File: config.mk
export PLATFORM = sky130hd
export DESIGN_NAME = discrete_latch_bank
export DESIGN_NICKNAME = d
export VERILOG_FILES = /design/src/rtl/discrete_latch_bank.sv
export SDC_FILE = /design/constraint.sdc
export NUM_CORES = 1
export LEC_CHECK = 0
export CAP_MARGIN = 0
export CORE_AREA = 2 2 39 41
export CTS_BUF_LIST = sky130_fd_sc_hd__clkbuf_8
export DETAILED_ROUTE_END_ITERATION = 12
export DIE_AREA = 0 0 41 43
export GPL_ROUTABILITY_DRIVEN = 0
export MAX_ROUTING_LAYER = met4
export PLACE_DENSITY = 0.68
export RECOVER_POWER = 25
export SLEW_MARGIN = 20
export SYNTH_ARGS = -nofsm -noshare
export SYNTH_HDL_FRONTEND = slang
export SYNTH_SLANG_ARGS = --single-unit
File: constraint.sdc
create_clock -name SIM_CLK -period 0.9 [get_ports SIM_CLK]
set_input_delay 0.18 -clock SIM_CLK [delete_from_list [all_inputs] [get_ports SIM_CLK]]
set_output_delay 0.18 -clock SIM_CLK [all_outputs]
set_load 0.05 [all_outputs]
File: src/rtl/discrete_latch_bank.sv
// discrete_latch_bank: address-decoded bank of level-latch and timed-pulse discrete outputs.
module discrete_latch_bank #(
    parameter int NCH = 5,
    parameter int AW = 5,
    parameter int BASE = 1,
    parameter logic [NCH-1:0] PULSE_MASK = '0,
    parameter int PULSE_LEN = 4
) (
    input  logic           SIM_CLK,
    input  logic           SIM_RST,
    input  logic           V1,
    input  logic           STB,
    input  logic [AW-1:0]  ADDR,
    input  logic           LRR,
    input  logic           TICK,
    output logic [NCH-1:0] Q,
    output logic [NCH-1:0] QN,
    output logic           HIT,
    output logic           MISS
);
    localparam logic [AW:0] LO = (AW+1)'(BASE);
    localparam logic [AW:0] HI = (AW+1)'(BASE + NCH);
    localparam logic [7:0] LEN = 8'(PULSE_LEN);
    logic [AW:0] addr_x;
    logic [AW:0] off;
    logic qual;
    logic in_range;
    logic [NCH-1:0] set;
    logic [NCH-1:0] q;
    logic [NCH-1:0] q_next;
    logic [7:0] cnt [NCH];
    logic [7:0] cnt_next [NCH];
    assign addr_x = {1'b0, ADDR};
    assign qual = STB & V1;
    assign in_range = (addr_x >= LO) && (addr_x < HI);
    assign off = addr_x - LO;
    // Set beats group clear and tick on its own channel; clear beats tick everywhere.
    always_comb begin
        for (int i = 0; i < NCH; i++) begin
            set[i] = qual & in_range & (off == (AW+1)'(i));
            cnt_next[i] = set[i] ? (PULSE_MASK[i] ? LEN : 8'd0) :
                          LRR ? 8'd0 :
                          (TICK && cnt[i] != 8'd0) ? cnt[i] - 8'd1 : cnt[i];
            q_next[i] = set[i] ? 1'b1 :
                        LRR ? 1'b0 :
                        (PULSE_MASK[i] && TICK && cnt[i] == 8'd1) ? 1'b0 : q[i];
        end
    end
    always_ff @(posedge SIM_CLK) begin
        if (!SIM_RST) begin
            q <= '0;
            cnt <= '{default: 8'd0};
            HIT <= 1'b0;
            MISS <= 1'b0;
        end else begin
            HIT <= qual & in_range;
            MISS <= qual & ~in_range;
            if (V1) begin
                q <= q_next;
                cnt <= cnt_next;
            end
        end
    end
    assign Q = q;
    assign QN = ~q;
endmodule

Word-level counts from Yosys, hierarchy flattened
Cells that the tools add are included.

word-level totals
  output and inout bits = 12
  input port bits = 11
  bits in registers = 7

operators by class
  order comparisons = 2
  bitwise operators = 10
  equal/unequal tests = 4
  reductions and logical operators = 12
  $add $sub $neg = 1
  mux-type cells = 6

operators with widths
  cell                                                                   count
  6-bit by 2-bit equality test with 1-bit output, second input constant  2
  2-bit AND reduction                                                    5
  2-bit nonzero test                                                     5
  1-bit bitwise AND                                                      8
  6-bit by 1-bit equality test with 1-bit output, second input constant  1
  6-bit by 3-bit equality test with 1-bit output, second input constant  1
  6-bit logical NOT                                                      1
  1-bit 2-to-1 mux                                                       6
  5-bit by 1-bit subtractor with 6-bit output, second input constant     1
  5-bit by 1-bit >= comparator with 1-bit output, second input constant  1
  5-bit by 3-bit < comparator with 1-bit output, second input constant   1
  5-bit NOT                                                              1
  1-bit logical AND                                                      1
  1-bit NOT                                                              1

Depth between registers and ports, before layout
Gate-level depths: netlist (run 1).

  depth in word-level cells = 6
  depth in mapped cells = 2
  gate-level depth less buffers = 2

Least setup slack after synthesis (run 1)
Ideal clock, no wire load.

  path type = reg-to-output
  start = reg q[0] (netlist: Q[0])
  end = out QN[0]
  cell stages (with the launch flop) = 2
  data arrival time = 0.979 ns
  required time = 0.720 ns
  slack = -0.259 ns
  path buffers = 0
  cells stage by stage = dfxtp_1 -> inv_1

between the ends
  longest elaborated chain between the ends = 1

ends and longest elaborated chain
  item                    line  text
  start, declared         29    logic [NCH-1:0] q;
  start signal, assigned  59    q <= q_next;
  5-bit NOT               65    assign QN = ~q;
  end, declared           17    output logic [NCH-1:0] QN,

Every way passes these cells.

Worst setup path in the final report (run 1)
  start = reg q[2] (netlist: Q[2])
  end = out QN[2]

The elaborated chain is that of the path after synthesis.

==> reports/metrics.yaml, run 1 <==
status:
  status: "complete, but fails checks"
  violations: "negative setup slack"
power:
  leakage_nw: 0.325
  power_uw: 864
  p_per_area_nw_per_um2: 1100
  vdd_ir_drop_max_v: 0.000544
clock_network:
  cts_hold_buf: 0
  htree_num_levels: 1
  cts-root-buf: "clkbuf_8"
  tritoncts: "yes"
  numClockSinks: 7
  cts_made_buffers: 3
  clk_latency_ns: 0.22
  clockBufferDepth: 2
  clk_pin_slew_ns: 0.04
final_layout:
  finalNetCount: 68
  postLayoutCoreUtil_pct: 57.0
  finalInstanceArea_um2: 788
  multiInputGateArea_um2: 175
  area_growth_syn_to_layout_pct: 166
  fillCellCount: 119
  ff_latch_area_um2: 161
  diodes: 0
  final_cell_count_no_fill: 72
  drive_above_1_share_pct: 66.1
logic_synthesis:
  synth_area_leader_cell: "dfxtp_1"
  syn_nets: 39
  ys_seq_area_share_pct: 47.3
  synthTopCellsByArea: "dfxtp_1 (47%), a32o_1 (14%), inv_1 (7.6%)"
  netlist_instances: 28
  yosysTopAreaCellShare_pct: 47.3
  syn_area_per_cell_um2: 10.6
  ys_ff_latch: 7
  netlist_area_um2: 297
  synth_cell_types: 12
  yosys_warnings: 0
sta:
  worst_pin_slew_ns: 0.274
  max_freq_ghz: 0.978
  layout_setup_ws_ns: -0.122
  finalCritPeriodShare_pct: 114
  drv_slew: 0
  finalSetupTns_ns: -0.631
  whs_ns: 0.411
  hold_viol_final: 0
  fin_skew_ns: 0
  rsz0062_at_grt: "yes"
  setup_viol: 10
  slew_headroom_pct: 81.7
  finalCriticalPeriod_ns: 1.02
global_route:
  grt_pass1_vias: 319
  grt_max_degree: 6
  antenna_found_initial: 0
  grt_pass1_wl_mm: 1.28
  use_met1_pct: 12.9
  grt_use_met2_pct: 15.3
  gr-usage-met3_pct: 4.71
  grt_remaining_overflow: 0
  grt_busiest_layer: "met2"
  track_usage_pct: 11.3
detailed_routing:
  routedWlPerCell_um: 10.2
  drt_iter0_markers: 6
  wl_um: 731
  vias_per_cell: 4.63
  drtPass1Iterations: 4
  ant_nets: 0
  num_vias: 333
  drcViolationCount: 0
floorplanning:
  fp.dieH_um: 43
  ioPinCount: 23
  fp-row-count: 14
  fp.dieW_um: 41
  start_util_pct: 21.4
  die_area_um2: 1760
  coreArea_um2: 1380
run:
  cap_violations: 0
setup_path:
  r2r_setup_slack_ns: 0.22
  regToRegEndpoint: "Q[1]"
  r2r_cells: 1
  cp-start-kind: "flip-flop"
  endpoint_kind: "output port"
  cp.arrival_ns: 0.84
  worst-setup-path-type: "reg -> out"
  rr_startpoint: "Q[1]"
  cp.required_ns: 0.72
  worstPathMaxFanout: 3
placement:
  placed_cell_area_um2: 707
  dp_cells: 68
  dp_hpwl_um: 609
  post-place-ws_ns: -0.445
  portBuffers: 21
worst_hold_path:
  hold_start: "LRR"
  hold_depth: 3
  worst_hold_path.endpoint: "Q[2]"
  min_path_type: "in -> reg"
-- cell type report --
type	count	area share (%)
multi-input combinational	15	22.2
tap	16	2.54
timing repair buffer	24	43.8
inverter	6	5.24
clock inverter	1	0.476
sequential	7	20.5
clock buffer	3	5.24
-- per-layer routing --
metal,wire length (um),vias up
li1,-,164
met1,305,157
met2,376,12
met3,49,0
met4,0,0
met5,0,-
-- cell usage after synthesis --
library cell,n
a32o_1,4
dfxtp_1,7
and3_1,2
a21boi_1,2
or3_1,1
inv_1,6
and4b_1,1
nor4b_2,1
nor4_1,1
nor3b_2,1
a211oi_1,1
a22o_1,1
-- logic make-up (layout without fill, tap and decap cells) --
| logic type | count (synthesis) | in the layout | synth area share, % |
|---|---|---|---|
| AOI/OAI and AO/OA | 8 | 8 | 24.1 |
| buffers and inverters | 6 | 34 | 7.59 |
| DFF | 7 | 7 | 47.3 |
| and+or+nand+nor | 7 | 7 | 21.1 |
-- registers in the layout (all words and copies together), names as in the netlist --
name and count:
Q 5, MISS 1, HIT 1
-- power by group --
part           switching, mW  internal, mW
Combinational         0.0633        0.0692
Sequential           0.00411         0.302
Clock                  0.131         0.294
Total                  0.198         0.665
-- cell usage in the layout (no fill, tap or decap) --
master,synthesis,final
buf_12,0,12
dlygate4sd2_1,0,8
dfxtp_4,0,5
clkinvlp_4,0,5
a32o_1,4,4
clkbuf_8,0,3
buf_4,0,3
dfxtp_2,0,2
inv_1,6,2
and4b_1,1,1
nor3b_2,1,1
a21boi_4,0,1
or3_4,0,1
a211oi_2,0,1
and3_4,0,1
a21boi_1,2,1
and3_1,2,1
nor4b_2,1,1
a22o_1,1,1
nor4_4,0,1
dlymetal6s2s_1,0,1
-- what timing repair did --
| item | in CTS | in global routing |
|---|---|---|
| pin swaps | 3 | 2 |
| buffers inserted | 0 | 0 |
| setup endpoints to repair | 17 | 15 |
| gates resized for setup | 13 | 5 |
-- worst max-delay path by stage --
| stage | from | to | cells past startpoint |
|---|---|---|---|
| 2_1_floorplan | Q[0] | QN[0] | 1 |
| 3_3_place_gp | ADDR[2] | HIT | 3 |
| 3_5_place_dp | ADDR[2] | Q[1] | 4 |
| 4_1_cts | Q[2] | QN[2] | 2 |
| 5_1_grt | Q[4] | QN[4] | 2 |
| 6_report | Q[2] | QN[2] | 2 |
-- critical path: stages, from the launching register on --
cell	delay, ns
dfxtp_4	0.37
clkinvlp_4	0.10
buf_12	0.15
Note: power is estimated with default switching activity, not from simulation.
==> run 2: changes to the inputs <==
- GPL_ROUTABILITY_DRIVEN: 0 -> not set
- clock period: 0.9 -> 1.22 ns (I/O delays scaled with it)
==> run 2 against run 1 <==
Effect of this change: the flow now finishes without violations; sequential cell count unchanged; count of clock-buffer cells in the layout is the same; sequential share of layout area rose by 0.17 points; largest cell class unchanged.
==> reports/metrics.yaml, run 2 (synthesis results as in run 1) <==
placement:
  gp_congestion: 0.789
  portBuffers: 21  # unchanged
  dp_hpwl_um: 613  # +0.67%
  dp_cells: 68  # unchanged
  placed_cell_area_um2: 676  # -4.4%
sta:
  finalCritPeriodShare_pct: 97.1
  finalCriticalPeriod_ns: 1.18
  rsz0062_at_grt: "yes"
  setup_viol: 0  # -10
  finalSetupTns_ns: 0  # +0.631 ns
  max_freq_ghz: 0.844
  fin_skew_ns: 0  # unchanged
  drv_slew: 0  # unchanged
  hold_viol_final: 0  # unchanged
  slew_headroom_pct: 73.7  # -8.0 points
  worst_pin_slew_ns: 0.393  # +0.119 ns
global_route:
  grt_max_degree: 6  # unchanged
  track_usage_pct: 11.4  # +0.11 points
  antenna_found_initial: 0  # unchanged
  grt_remaining_overflow: 0  # unchanged
  grt_pass1_vias: 293  # -8.2%
  grt_pass1_wl_mm: 1.27  # -0.55%
clock_network:
  numClockSinks: 7  # unchanged
  tritoncts: "yes"
  cts_hold_buf: 0  # unchanged
  clk_latency_ns: 0.22  # about the same
  clockBufferDepth: 2  # unchanged
  cts-root-buf: "clkbuf_8"
  cts_made_buffers: 3  # unchanged
  clk_pin_slew_ns: 0.04  # about the same
  post_cts_buffers: 0  # unchanged
  htree_num_levels: 1  # unchanged
worst_hold_path:
  min_path_type: "in -> reg"
  hold_start: "ADDR[2]"
detailed_routing:
  ant_nets: 0  # unchanged
  wl_um: 728  # -0.41%
  num_vias: 340  # +2.1%
  routedWlPerCell_um: 10.1  # -0.41%
  drtPass1Iterations: 4  # unchanged
  drt_iter0_markers: 5  # -1
  drcViolationCount: 0  # unchanged
  vias_per_cell: 4.72  # +2.1%
setup_path:
  endpoint_kind: "flip-flop"
  worstPathMaxFanout: 4  # +1
  worst-setup-path-type: "in -> reg"
  rr_startpoint: "Q[2]"
  crit_path_start: "ADDR[1]"
  cp-start-kind: "primary input"
  cp.required_ns: 1.39  # +0.67 ns
  r2r_setup_slack_ns: 0.55  # +0.33 ns
  cp.arrival_ns: 1.35  # +0.51 ns
power:
  p_per_area_nw_per_um2: 913  # -17%
  leakage_nw: 0.296  # -8.8%
  vdd_ir_drop_max_v: 0.000679  # +25%
final_layout:
  final_cell_count_no_fill: 72  # unchanged
  area_growth_syn_to_layout_pct: 135
  drive_above_1_share_pct: 42.9  # -23 points
  diodes: 0  # unchanged
  layout_commonest_cell: "buf_12"
  finalNetCount: 68  # unchanged
  final_cell_mix: "buf_12 (10), clkdlybuf4s50_1 (8), inv_1 (7)"
  finalInstanceArea_um2: 697  # -12%
  largest_reg_flops: 5  # unchanged
status:
  status: "finished clean"
floorplanning:
  die_area_um2: 1760  # unchanged
  fp.dieW_um: 41  # unchanged
  start_util_pct: 21.4  # unchanged
  coreArea_um2: 1380  # unchanged
  ioPinCount: 23  # unchanged
  fp.dieH_um: 43  # unchanged
  fp-row-count: 14  # unchanged
run:
  cap_violations: 0  # unchanged
==> run 2: cell types whose count changed in the layout (fill, tap and decap cells not counted), moves of 2 or more <==
| cell | change |
|---|---|
| buf_12 | -2 |
| clkbuf_2 | +2 |
| clkdlybuf4s50_1 | +8 |
| clkinvlp_4 | -5 |
| dfxtp_1 | +4 |
| dfxtp_4 | -5 |
| dlygate4sd2_1 | -8 |
| inv_1 | +5 |
==> run 2: worst paths after layout <==
check	to	cells past startpoint
worst max-delay path	HIT	4
worst max register to register	Q[2]	1
worst min-delay path	MISS	3
worst min register to register	Q[1]	1
==> run 2: repair_timing <==
action | in CTS | in global routing
resized for setup | 0 | 2
endpoints found under the hold margin | 0 | 0
endpoints found under the setup margin | 0 | 3
==> run 2: worst max-delay path, cell delays in order <==
cell and delay [ns]:
clkdlybuf4s50_1 0.47, buf_4 0.17, a211oi_1 0.29, and3_1 0.19
==> run 2: through the flow <==
stage	utilization (%)	hold WS, ns	worst slack [ns]	power [mW]
5_1_grt	50.4	0.463	-0.0146	0.674
4_1_cts	52.1	0.508	0.0275	0.649
6_report	50.4	0.420	0.0358	0.637
3_5_place_dp	48.8	0.499	-0.205	0.333
3_3_place_gp	48.8	0.495	-0.171	0.331
2_1_floorplan	-	0.399	0.221	0.267
==> run 2: routing by layer <==
layer	track usage (%)	up-vias	share of wire, %
li1	-	162	-
met1	12.3	160	37
met2	15.3	16	54
met3	6.28	2	8.7
met4	8.00	0	1.1
met5	-	-	0
==> run 2: area by class of cell <==
cell class                      instances  area [um^2]
Fill cell                             119          687
Timing Repair Buffer                   24          325
Sequential cell                         7          144
Multi-Input combinational cell         15          140
Clock buffer                            3         41.3
Inverter                                6         22.5
Tap cell                               16         20.0
Clock inverter                          1         3.75
==> run 2: where the power goes <==
group / internal, mW / total (mW) / switching [mW]
clock: 0.217 / 0.312 / 0.0953
sequential: 0.233 / 0.234 / 0.00153
combinational: 0.0488 / 0.0900 / 0.0412
total: 0.499 / 0.637 / 0.138
